`src/rtl/stg4mo_ctrl_pkg.sv`:
```
// Shared types and widths for the stage-4 memory-operation sequencer.
// Build option STG4MO_TIMEOUT_EN adds a no-ack timeout abort.
package stg4mo_ctrl_pkg;

  localparam int unsigned ADDR_W      = 24;
  localparam int unsigned DATA_W      = 24;
  localparam int unsigned TGT_W       = 4;
  localparam int unsigned CNT_W       = 16;
  localparam int unsigned TMO_CYC_DEF = 255;

  typedef enum logic [1:0] {
    MO_S_IDLE   = 2'd0,
    MO_S_ACCESS = 2'd1,
    MO_S_KILLED = 2'd2
  } mo_state_t;

  // Captured memory operation, held for the whole access
  typedef struct packed {
    logic              ld;
    logic              we;
    logic [ADDR_W-1:0] addr;
    logic [DATA_W-1:0] wdata;
    logic [TGT_W-1:0]  tgt;
  } mo_req_t;

  // Load result returned to the stg4 result path
  typedef struct packed {
    logic [DATA_W-1:0] data;
    logic [TGT_W-1:0]  tgt;
  } mo_rd_t;

endpackage

```
`src/rtl/stg4mo_ctrl_if.sv`:
```
// Stage-3 MO slot, data-memory port and load-result bundle of the MO sequencer.
// master = sequencer side, slave = pipeline/memory side.
interface stg4mo_ctrl_if;
  import stg4mo_ctrl_pkg::*;

  logic              iw_flush;
  logic              iw_mo_valid;
  logic              iw_mo_ld;
  logic              iw_mo_st;
  logic [ADDR_W-1:0] iw_mo_addr;
  logic [DATA_W-1:0] iw_mo_wdata;
  logic [TGT_W-1:0]  iw_mo_tgt_gp;
  logic              ow_stall;
  logic              ow_mem_req;
  logic              ow_mem_we;
  logic [ADDR_W-1:0] ow_mem_addr;
  logic [DATA_W-1:0] ow_mem_wdata;
  logic              iw_mem_ack;
  logic [DATA_W-1:0] iw_mem_rdata;
  logic              ow_rd_valid;
  logic [DATA_W-1:0] ow_rd_data;
  logic [TGT_W-1:0]  ow_rd_tgt_gp;
  logic              ow_illegal;
  logic              ow_mo_err;

  modport master (
    input  iw_flush, iw_mo_valid, iw_mo_ld, iw_mo_st, iw_mo_addr, iw_mo_wdata,
           iw_mo_tgt_gp, iw_mem_ack, iw_mem_rdata,
    output ow_stall, ow_mem_req, ow_mem_we, ow_mem_addr, ow_mem_wdata,
           ow_rd_valid, ow_rd_data, ow_rd_tgt_gp, ow_illegal, ow_mo_err
  );

  modport slave (
    output iw_flush, iw_mo_valid, iw_mo_ld, iw_mo_st, iw_mo_addr, iw_mo_wdata,
           iw_mo_tgt_gp, iw_mem_ack, iw_mem_rdata,
    input  ow_stall, ow_mem_req, ow_mem_we, ow_mem_addr, ow_mem_wdata,
           ow_rd_valid, ow_rd_data, ow_rd_tgt_gp, ow_illegal, ow_mo_err
  );

endinterface

```
`src/rtl/stg4mo_tmo.sv`:
```
// No-ack timeout counter for the MO sequencer; hit_c flags the last allowed wait cycle.
// Only instantiated when STG4MO_TIMEOUT_EN is defined.
module stg4mo_tmo
  import stg4mo_ctrl_pkg::*;
#(
  parameter int unsigned TMO_CYC = TMO_CYC_DEF
) (
  input  logic iw_clk,
  input  logic iw_rst_n,
  input  logic clr,
  input  logic inc,
  output logic hit_c
);

  localparam logic [CNT_W-1:0] LAST = CNT_W'(TMO_CYC - 1);

  logic [CNT_W-1:0] cnt_q;

  always_ff @(posedge iw_clk or negedge iw_rst_n) begin
    if (!iw_rst_n)  cnt_q <= '0;
    else if (clr)   cnt_q <= '0;
    else if (inc)   cnt_q <= cnt_q + CNT_W'(1);
  end

  assign hit_c = (cnt_q == LAST);

endmodule

```
`src/rtl/stg4mo_ctrl.sv`:
```
// Stage-4 MO sequencer: one load/store in flight on a req/ack data-memory port.
// STG4MO_TIMEOUT_EN adds an abort after TMO_CYC cycles without ack (ow_mo_err).
module stg4mo_ctrl
  import stg4mo_ctrl_pkg::*;
#(
  parameter int unsigned TMO_CYC = TMO_CYC_DEF
) (
  input  logic          iw_clk,
  input  logic          iw_rst_n,
  stg4mo_ctrl_if.master bus
);

  mo_state_t state_q, state_d;
  mo_req_t   mo_q, mo_d;
  mo_rd_t    rd_q, rd_d;
  logic      req_q, req_d;
  logic      rd_valid_q, rd_valid_d;
  logic      illegal_q, illegal_d;
  logic      mo_err_q, mo_err_d;
  logic      tmo_clr_c, tmo_inc_c, tmo_hit_c;
  logic      accept_c;

  assign accept_c = bus.iw_mo_valid & (bus.iw_mo_ld ^ bus.iw_mo_st) & ~bus.iw_flush;

`ifdef STG4MO_TIMEOUT_EN
  stg4mo_tmo #(.TMO_CYC(TMO_CYC)) u_tmo (
    .iw_clk   (iw_clk),
    .iw_rst_n (iw_rst_n),
    .clr      (tmo_clr_c),
    .inc      (tmo_inc_c),
    .hit_c    (tmo_hit_c)
  );
`else
  logic unused_tmo;
  assign tmo_hit_c  = 1'b0;
  assign unused_tmo = ^{tmo_clr_c, tmo_inc_c, CNT_W'(TMO_CYC)};
`endif

  always_ff @(posedge iw_clk or negedge iw_rst_n) begin
    if (!iw_rst_n) begin
      state_q    <= MO_S_IDLE;
      mo_q       <= '0;
      rd_q       <= '0;
      req_q      <= 1'b0;
      rd_valid_q <= 1'b0;
      illegal_q  <= 1'b0;
      mo_err_q   <= 1'b0;
    end else begin
      state_q    <= state_d;
      mo_q       <= mo_d;
      rd_q       <= rd_d;
      req_q      <= req_d;
      rd_valid_q <= rd_valid_d;
      illegal_q  <= illegal_d;
      mo_err_q   <= mo_err_d;
    end
  end

  // Priority while waiting: ack, then timeout, then flush.
  always_comb begin
    state_d    = state_q;
    mo_d       = mo_q;
    rd_d       = rd_q;
    req_d      = req_q;
    rd_valid_d = 1'b0;
    illegal_d  = 1'b0;
    mo_err_d   = 1'b0;
    tmo_clr_c  = 1'b0;
    tmo_inc_c  = 1'b0;
    case (state_q)
      MO_S_IDLE: begin
        if (accept_c) begin
          state_d    = MO_S_ACCESS;
          req_d      = 1'b1;
          tmo_clr_c  = 1'b1;
          mo_d.ld    = bus.iw_mo_ld;
          mo_d.we    = bus.iw_mo_st;
          mo_d.addr  = bus.iw_mo_addr;
          mo_d.wdata = bus.iw_mo_wdata;
          mo_d.tgt   = bus.iw_mo_tgt_gp;
        end else if (bus.iw_mo_valid & bus.iw_mo_ld & bus.iw_mo_st & ~bus.iw_flush) begin
          illegal_d = 1'b1;
        end
      end
      MO_S_ACCESS: begin
        if (bus.iw_mem_ack) begin
          state_d = MO_S_IDLE;
          req_d   = 1'b0;
          mo_d.we = 1'b0;
          if (mo_q.ld & ~bus.iw_flush) begin
            rd_valid_d = 1'b1;
            rd_d.data  = bus.iw_mem_rdata;
            rd_d.tgt   = mo_q.tgt;
          end
        end else if (tmo_hit_c) begin
          state_d  = MO_S_IDLE;
          req_d    = 1'b0;
          mo_d.we  = 1'b0;
          mo_err_d = 1'b1;
        end else if (bus.iw_flush) begin
          state_d   = MO_S_KILLED;
          tmo_clr_c = 1'b1;
        end else begin
          tmo_inc_c = 1'b1;
        end
      end
      MO_S_KILLED: begin
        if (bus.iw_mem_ack) begin
          state_d = MO_S_IDLE;
          req_d   = 1'b0;
          mo_d.we = 1'b0;
        end else if (tmo_hit_c) begin
          state_d  = MO_S_IDLE;
          req_d    = 1'b0;
          mo_d.we  = 1'b0;
          mo_err_d = 1'b1;
        end else begin
          tmo_inc_c = 1'b1;
        end
      end
      default: begin
        state_d = MO_S_IDLE;
        req_d   = 1'b0;
        mo_d.we = 1'b0;
      end
    endcase
  end

  assign bus.ow_stall     = (state_q != MO_S_IDLE);
  assign bus.ow_mem_req   = req_q;
  assign bus.ow_mem_we    = mo_q.we;
  assign bus.ow_mem_addr  = mo_q.addr;
  assign bus.ow_mem_wdata = mo_q.wdata;
  assign bus.ow_rd_valid  = rd_valid_q;
  assign bus.ow_rd_data   = rd_q.data;
  assign bus.ow_rd_tgt_gp = rd_q.tgt;
  assign bus.ow_illegal   = illegal_q;
  assign bus.ow_mo_err    = mo_err_q;

endmodule

```
`src/flat_wrapper.sv`:
```
// flat-port wrapper written by rule: the top's interface ports become plain ports
module stg4mo_ctrl_flat import stg4mo_ctrl_pkg::*;
#(
  parameter int unsigned TMO_CYC = TMO_CYC_DEF
)
  (iw_clk, iw_rst_n, bus_iw_flush, bus_iw_mo_valid, bus_iw_mo_ld, bus_iw_mo_st, bus_iw_mo_addr, bus_iw_mo_wdata, bus_iw_mo_tgt_gp, bus_iw_mem_ack, bus_iw_mem_rdata, bus_ow_stall, bus_ow_mem_req, bus_ow_mem_we, bus_ow_mem_addr, bus_ow_mem_wdata, bus_ow_rd_valid, bus_ow_rd_data, bus_ow_rd_tgt_gp, bus_ow_illegal, bus_ow_mo_err);
  stg4mo_ctrl_if bus_i ();
  input  logic iw_clk;
  input  logic iw_rst_n;
  input wire logic [$bits(bus_i.iw_flush)-1:0] bus_iw_flush;
  input wire logic [$bits(bus_i.iw_mo_valid)-1:0] bus_iw_mo_valid;
  input wire logic [$bits(bus_i.iw_mo_ld)-1:0] bus_iw_mo_ld;
  input wire logic [$bits(bus_i.iw_mo_st)-1:0] bus_iw_mo_st;
  input wire logic [$bits(bus_i.iw_mo_addr)-1:0] bus_iw_mo_addr;
  input wire logic [$bits(bus_i.iw_mo_wdata)-1:0] bus_iw_mo_wdata;
  input wire logic [$bits(bus_i.iw_mo_tgt_gp)-1:0] bus_iw_mo_tgt_gp;
  input wire logic [$bits(bus_i.iw_mem_ack)-1:0] bus_iw_mem_ack;
  input wire logic [$bits(bus_i.iw_mem_rdata)-1:0] bus_iw_mem_rdata;
  output wire logic [$bits(bus_i.ow_stall)-1:0] bus_ow_stall;
  output wire logic [$bits(bus_i.ow_mem_req)-1:0] bus_ow_mem_req;
  output wire logic [$bits(bus_i.ow_mem_we)-1:0] bus_ow_mem_we;
  output wire logic [$bits(bus_i.ow_mem_addr)-1:0] bus_ow_mem_addr;
  output wire logic [$bits(bus_i.ow_mem_wdata)-1:0] bus_ow_mem_wdata;
  output wire logic [$bits(bus_i.ow_rd_valid)-1:0] bus_ow_rd_valid;
  output wire logic [$bits(bus_i.ow_rd_data)-1:0] bus_ow_rd_data;
  output wire logic [$bits(bus_i.ow_rd_tgt_gp)-1:0] bus_ow_rd_tgt_gp;
  output wire logic [$bits(bus_i.ow_illegal)-1:0] bus_ow_illegal;
  output wire logic [$bits(bus_i.ow_mo_err)-1:0] bus_ow_mo_err;
  assign bus_i.iw_flush = bus_iw_flush;
  assign bus_i.iw_mo_valid = bus_iw_mo_valid;
  assign bus_i.iw_mo_ld = bus_iw_mo_ld;
  assign bus_i.iw_mo_st = bus_iw_mo_st;
  assign bus_i.iw_mo_addr = bus_iw_mo_addr;
  assign bus_i.iw_mo_wdata = bus_iw_mo_wdata;
  assign bus_i.iw_mo_tgt_gp = bus_iw_mo_tgt_gp;
  assign bus_i.iw_mem_ack = bus_iw_mem_ack;
  assign bus_i.iw_mem_rdata = bus_iw_mem_rdata;
  assign bus_ow_stall = bus_i.ow_stall;
  assign bus_ow_mem_req = bus_i.ow_mem_req;
  assign bus_ow_mem_we = bus_i.ow_mem_we;
  assign bus_ow_mem_addr = bus_i.ow_mem_addr;
  assign bus_ow_mem_wdata = bus_i.ow_mem_wdata;
  assign bus_ow_rd_valid = bus_i.ow_rd_valid;
  assign bus_ow_rd_data = bus_i.ow_rd_data;
  assign bus_ow_rd_tgt_gp = bus_i.ow_rd_tgt_gp;
  assign bus_ow_illegal = bus_i.ow_illegal;
  assign bus_ow_mo_err = bus_i.ow_mo_err;
  stg4mo_ctrl #(.TMO_CYC(TMO_CYC)) u_core (.iw_clk(iw_clk), .iw_rst_n(iw_rst_n), .bus(bus_i));
endmodule
```
`config.mk`:
```
export PLATFORM = sky130hd
export DESIGN_NAME = stg4mo_ctrl_flat
export DESIGN_NICKNAME = d
export VERILOG_FILES = /design/src/rtl/stg4mo_ctrl_pkg.sv /design/src/rtl/stg4mo_ctrl_if.sv /design/src/rtl/stg4mo_tmo.sv /design/src/rtl/stg4mo_ctrl.sv /design/src/flat_wrapper.sv
export SDC_FILE = /design/constraint.sdc
export NUM_CORES = 1
export LEC_CHECK = 0
export CAP_MARGIN = 20
export CORE_MARGIN = 5
export CORE_UTILIZATION = 45
export CTS_CLUSTER_DIAMETER = 100
export DETAILED_ROUTE_END_ITERATION = 10
export HOLD_SLACK_MARGIN = 0.06
export PLACE_DENSITY = 0.9
export SLEW_MARGIN = 20
export SYNTH_ARGS = -nofsm -noshare
export SYNTH_HDL_FRONTEND = slang
export SYNTH_SLANG_ARGS = --single-unit
```
`constraint.sdc`:
```
create_clock -name iw_clk -period 3.7 [get_ports iw_clk]
set_input_delay 0.74 -clock iw_clk [delete_from_list [all_inputs] [get_ports iw_clk]]
set_output_delay 0.74 -clock iw_clk [all_outputs]
set_load 0.1 [all_outputs]
```
==> impl_metrics.env, run 1 <==
export IMPL_synth_nets=337
export IMPL_postCtsSetupBuffers=0
export IMPL_synth_xor_area_frac=0.00236
export IMPL_slew_headroom=0.327
export IMPL_r2r_slack_ps=1740
export IMPL_drv_slew=0
export IMPL_hold_violations=0
export IMPL_critPathCapture="bus_ow_rd_data[3]"
export IMPL_slowest_stage="clkdlybuf4s50_1"
export IMPL_layout_drive_gt1_share=0.168
export IMPL_ys_seq_area_frac=0.587
export IMPL_hp_class="input pin to asynchronous set/reset pin"
export IMPL_ys_ff_latch=87
export IMPL_worstRegToRegCells=6
export IMPL_grt_overflow_total=0
export IMPL_layout_commonest_cell="clkdlybuf4s50_1"
export IMPL_area_delta_synth_final_pct=42.4
export IMPL_grt_start_max_net_pins=88
export IMPL_dieWidth_um=101
export IMPL_rsz0062_at_grt="false"
export IMPL_r2r_start="u_core.state_q[1]$_DFFE_PN0P_"
export IMPL_syn_area_um2=3710
export IMPL_num_rows=33
export IMPL_crit_arrival_ps=1850
export IMPL_tightest_slew_ps=1010
export IMPL_critPathTopFamily="buffers and inverters"
export IMPL_grt_pass1_vias=2527
export IMPL_cts_made_buffers=9
export IMPL_htreeDepth=3
export IMPL_start_util=0.456
export IMPL_ys_types=21
export IMPL_wl_mm=7.67
export IMPL_port_buffers=163
export IMPL_hold_buffers=0
export IMPL_status="complete, no violations"
export IMPL_clock_sinks=87
export IMPL_via_per_inst=4.69
export IMPL_tns_ps=0
export IMPL_synth_top_family_by_area="multiplexers"
export IMPL_track_usage=0.156
export IMPL_die_area_um2=10200
export IMPL_core_area_um2=8130
export IMPL_avgRoutedWirePerCell_um=16.0
export IMPL_path_cells="clkdlybuf4s50_1"
export IMPL_hpwl_mm=5.86
export IMPL_finalSetupViolCount=0
export IMPL_critPathLaunchType="flip-flop"
export IMPL_clock_skew_final_ps=7.48
export IMPL_synth_compound_area_frac=0.0108
export IMPL_drv_cap=0
export IMPL_syn_avg_cell_area_um2=14.8
export IMPL_r2r_end="u_core.bus.ow_mem_wdata[9]$_DFFE_PN0P_"
export IMPL_first_iter_violations=38
export IMPL_synth_fa_ha_area_frac=0.0101
export IMPL_fmax_mhz=385
export IMPL_grt_pass1_wl_mm=12.4
export IMPL_io_pins=165
export IMPL_n_antenna_cell=0
export IMPL_first_pass_iters=2
export IMPL_slowest_delay_ps=1160
export IMPL_detail_route_antenna_nets=0
export IMPL_timing_final_crit_share=0.701
export IMPL_cp_depth=1
export IMPL_critical_path_buf_inv_count=1
export IMPL_antenna_found_initial=0
export IMPL_clk_root_buffer_cell="clkbuf_8"
export IMPL_muxShareOfSynthArea=0.249
export IMPL_place_gp_congestion=0.798
export IMPL_die_height_um=101
export IMPL_vias=2247
export IMPL_crit_type="flip-flop to primary output"
export IMPL_yosys_warnings=0
export IMPL_end_kind="primary output"
export IMPL_clk_pin_slew_ps=80
export IMPL_worstSetupStartpoint="u_core.bus.ow_rd_data[3]$_DFFE_PN0P_"
export IMPL_cp_required_ps=2960
export IMPL_crit_path_max_fanout=2
export IMPL_clockBufferDepth=2
export IMPL_nNetsFinal=456
export IMPL_yosys_area_share_simple=0.0152
export IMPL_finalCriticalPeriod_ps=2590
export IMPL_cts_tree="yes"
export IMPL_drcViolationCount=0
export IMPL_clk_latency_ps=340
export IMPL_cts_resized=0
export IMPL_syn_inst=251
export IMPL_final_cell_mix="clkdlybuf4s50_1, dfrtp_1, mux2_2, mux2_1, clkbuf_8"
[final cells by class]
cell class	instances	area, um2
inverter	4	15.0
clock inverter	4	95.1
sequential	87	2180
multi-input combinational	102	1070
timing repair buffer	166	1650
fill	600	2860
tap	105	131
clock buffer	11	131
[flip-flops by register name, indices dropped and copies added, names as in the netlist]
| name | flops |
|---|---|
| u_core.bus.ow_mem_addr | 24 |
| u_core.bus.ow_mem_wdata | 24 |
| u_core.bus.ow_rd_data | 24 |
| u_core.mo_q | 5 |
| u_core.bus.ow_rd_tgt_gp | 4 |
| u_core.state_q | 2 |
| u_core.bus.ow_illegal | 1 |
| u_core.bus.ow_mem_req | 1 |
| u_core.bus.ow_mem_we | 1 |
| u_core.bus.ow_rd_valid | 1 |
[per-layer routing]
layer  part of all wire  global-route usage
met5                  0                   0
met4              0.012              0.0528
met3               0.12              0.0664
met2               0.50               0.257
met1               0.37               0.183
[Yosys cell counts, drive strengths merged]
cell type  number  area [um2]
a22o            2        17.5
a32o            1        10.0
buf            58         447
conb            1        3.75
dfrtp          87        2180
ha              3        37.5
inv             4        15.0
mux2           81         912
mux2i           1        10.0
nand2           3        11.3
nand2b          3        18.8
nand3           1        5.00
nor2b           1        6.26
nor3            2        15.0
o21ai           1        5.00
o21bai          1        7.51
xnor2           1        8.76
[worst min path at each step]
stage,startpoint,endpoint,slack [ps],cells after the start
after detailed placement,u_core.bus.ow_mem_addr[13]$_DFFE_PN0P_,u_core.bus.ow_mem_addr[13]$_DFFE_PN0P_,480,1
after CTS,u_core.bus.ow_mem_addr[13]$_DFFE_PN0P_,u_core.bus.ow_mem_addr[13]$_DFFE_PN0P_,490,1
after global routing,iw_rst_n,u_core.bus.ow_mem_wdata[10]$_DFFE_PN0P_,510,1
after floorplan,iw_rst_n,u_core.bus.ow_illegal$_DFF_PN0_,440,0
final,iw_rst_n,u_core.bus.ow_mem_wdata[14]$_DFFE_PN0P_,440,1
after global placement,u_core.bus.ow_mem_addr[16]$_DFFE_PN0P_,u_core.bus.ow_mem_addr[16]$_DFFE_PN0P_,470,1
[per-stage QoR]
step                instances  utilization  worst slack, ps  area (um2)  hold slack (ps)
floorplan                 251            -             1580        3710              444
global placement          464        0.621             1130        5050              466
detailed placement        464        0.621             1070        5050              475
CTS                       479        0.648             1070        5270              493
global route              479        0.649             1040        5280              505
finish                    479        0.649             1110        5280              439
[logic make-up after synthesis]
logic type,after synthesis
compound gates,5
xor+xnor,1
fa+ha+maj,3
buf+inv,62
flops,87
mux,82
other cells,1
simple gates,10
Power of run 1 is not shown: default switching activity piles up to over one toggle a cycle in this logic, so the estimate is an artifact.
==> inputs of run 2 (changes only) <==
--- a/config.mk
+++ b/config.mk
@@ -7,11 +7,11 @@
 export LEC_CHECK = 0
 export CAP_MARGIN = 20
 export CORE_MARGIN = 5
-export CORE_UTILIZATION = 45
+export CORE_UTILIZATION = 38
 export CTS_CLUSTER_DIAMETER = 100
 export DETAILED_ROUTE_END_ITERATION = 10
 export HOLD_SLACK_MARGIN = 0.06
-export PLACE_DENSITY = 0.9
+export PLACE_DENSITY = 0.82
 export SLEW_MARGIN = 20
 export SYNTH_ARGS = -nofsm -noshare
 export SYNTH_HDL_FRONTEND = slang
==> constraint.sdc (replaced) <==
create_clock -name iw_clk -period 2.1 [get_ports iw_clk]
set_input_delay 0.42 -clock iw_clk [delete_from_list [all_inputs] [get_ports iw_clk]]
set_output_delay 0.42 -clock iw_clk [all_outputs]
set_load 0.1 [all_outputs]
==> impl_metrics.env, run 2 (synthesized netlist as in run 1, its figures left out) <==
export IMPL_postCtsSetupBuffers=0
export IMPL_slowest_stage="dfrtp_1"
export IMPL_cts_made_buffers=9
export IMPL_layout_commonest_cell="dfrtp_1"
export IMPL_antenna_found_initial=0
export IMPL_area_delta_synth_final_pct=38.7
export IMPL_post_dp_cell_area_um2=4960
export IMPL_dieWidth_um=109
export IMPL_design_area_um2=5140
export IMPL_detail_route_antenna_nets=0
export IMPL_rsz0062_at_grt="false"
export IMPL_layout_drive_gt1_share=0.388
export IMPL_cp_required_ps=2320
export IMPL_io_pins=165
export IMPL_num_fill_cells=840
export IMPL_crit_type="flip-flop to flip-flop"
export IMPL_hpwl_mm=6.01
export IMPL_hp_class="flip-flop to flip-flop"
export IMPL_avgRoutedWirePerCell_um=15.0
export IMPL_via_per_inst=4.41
export IMPL_slowest_delay_ps=400
export IMPL_critical_path_buf_inv_count=3
export IMPL_track_usage=0.130
export IMPL_start_util=0.385
export IMPL_n_antenna_cell=0
export IMPL_place_gp_congestion=0.728
export IMPL_clk_latency_ps=340
export IMPL_cp_depth=6
export IMPL_first_pass_iters=3
export IMPL_crit_top_cell="inv_1"
export IMPL_htreeDepth=3
export IMPL_die_area_um2=11800
export IMPL_worstHoldStart="u_core.bus.ow_mem_addr[1]$_DFFE_PN0P_"
export IMPL_crit_arrival_ps=2010
export IMPL_clk_root_buffer_cell="clkbuf_8"
export IMPL_status="complete, no violations"
export IMPL_clock_skew_final_ps=9.08
export IMPL_end_kind="flip-flop"
export IMPL_grt_pass1_wl_mm=12.0
export IMPL_worstRegToRegCells=6
export IMPL_critPathCapture="u_core.bus.ow_mem_wdata[9]$_DFFE_PN0P_"
export IMPL_drcViolationCount=0
export IMPL_hold_violations=0
export IMPL_seq_area_um2=2180
export IMPL_worstSetupStartpoint="u_core.state_q[0]$_DFFE_PN0P_"
export IMPL_r2r_start="u_core.state_q[0]$_DFFE_PN0P_"
export IMPL_r2r_end="u_core.bus.ow_mem_wdata[9]$_DFFE_PN0P_"
export IMPL_grt_pass1_vias=2489
export IMPL_nNetsFinal=459
export IMPL_crit_path_max_fanout=31
export IMPL_wl_mm=7.64
export IMPL_clk_pin_slew_ps=80
export IMPL_timing_final_crit_share=0.856
export IMPL_finalCriticalPeriod_ps=1800
export IMPL_final_cell_mix="dfrtp_1, buf_4, clkdlybuf4s50_1, mux2_2, mux2_1"
export IMPL_critPathLaunchType="flip-flop"
export IMPL_vias=2245
export IMPL_fin_util=0.533
export IMPL_grt_overflow_total=0
export IMPL_drv_cap=0
export IMPL_path_cells="inv_1 > ha_1 > inv_1 > nor3_4 > buf_12 > mux2_1"
export IMPL_num_rows=36
export IMPL_cts_tree="yes"
export IMPL_clockBufferDepth=2
export IMPL_critPathTopFamily="buffers and inverters"
export IMPL_port_buffers=163
export IMPL_clock_sinks=87
export IMPL_drv_slew=0
export IMPL_fmax_mhz=556
export IMPL_r2r_slack_ps=300
export IMPL_core_area_um2=9640
export IMPL_die_height_um=109
export IMPL_grt_start_max_net_pins=35
export IMPL_finalSetupViolCount=0
export IMPL_multi_input_area_um2=1070
export IMPL_first_iter_violations=48
[run 2: cell count changes in the layout (fill, tap and decap cells not counted)]
| cell | delta |
|---|---|
| bufinv_16 | -3 |
| clkbuf_1 | -2 |
| buf_6 | -1 |
| buf_4 | +78 |
| clkinvlp_4 | +2 |
| dlygate4sd3_1 | +1 |
| clkdlybuf4s50_1 | -80 |
| clkbuf_8 | +2 |
| buf_12 | +5 |
[run 2: worst min-delay path by stage]
stage                                                    to  depth (start not counted)
floorplan                   u_core.bus.ow_illegal$_DFF_PN0_                          0
global placement    u_core.bus.ow_mem_wdata[19]$_DFFE_PN0P_                          1
detailed placement    u_core.bus.ow_mem_addr[4]$_DFFE_PN0P_                          1
CTS                 u_core.bus.ow_mem_wdata[22]$_DFFE_PN0P_                          1
global route        u_core.bus.ow_mem_wdata[22]$_DFFE_PN0P_                          1
finish                u_core.bus.ow_mem_addr[1]$_DFFE_PN0P_                          1
[run 2: timing repair]
item,CTS,global route
endpoints found under the hold margin,32,0
hold buffers,1,0
gates resized for setup,0,0
[run 2: metrics by stage]
step	hold WS, ps	worst slack (ps)	cells	setup TNS [ps]
2_1_floorplan	124	-15.3	251	-543
3_3_place_gp	397	52.9	494	0
3_5_place_dp	401	13.2	494	0
4_1_cts	496	280	509	0
5_1_grt	507	176	509	0
6_report	490	303	509	0
[run 2: cell type report]
type,instances,area share
sequential,87,0.423
clock inverter,3,0.00389
timing repair buffer,169,0.299
clock buffer,11,0.0294
inverter,4,0.00292
tap,133,0.0324
multi-input combinational,102,0.209
[run 2: layer usage]
layer  part of all wire  routed length (um)  GRT usage
met1               0.38                2920      0.147
met4              0.015                 117     0.0496
met3               0.11                 818     0.0533
met5                  0                   0          0
met2               0.50                3790      0.219
Power of run 2 is left out for the same reason.
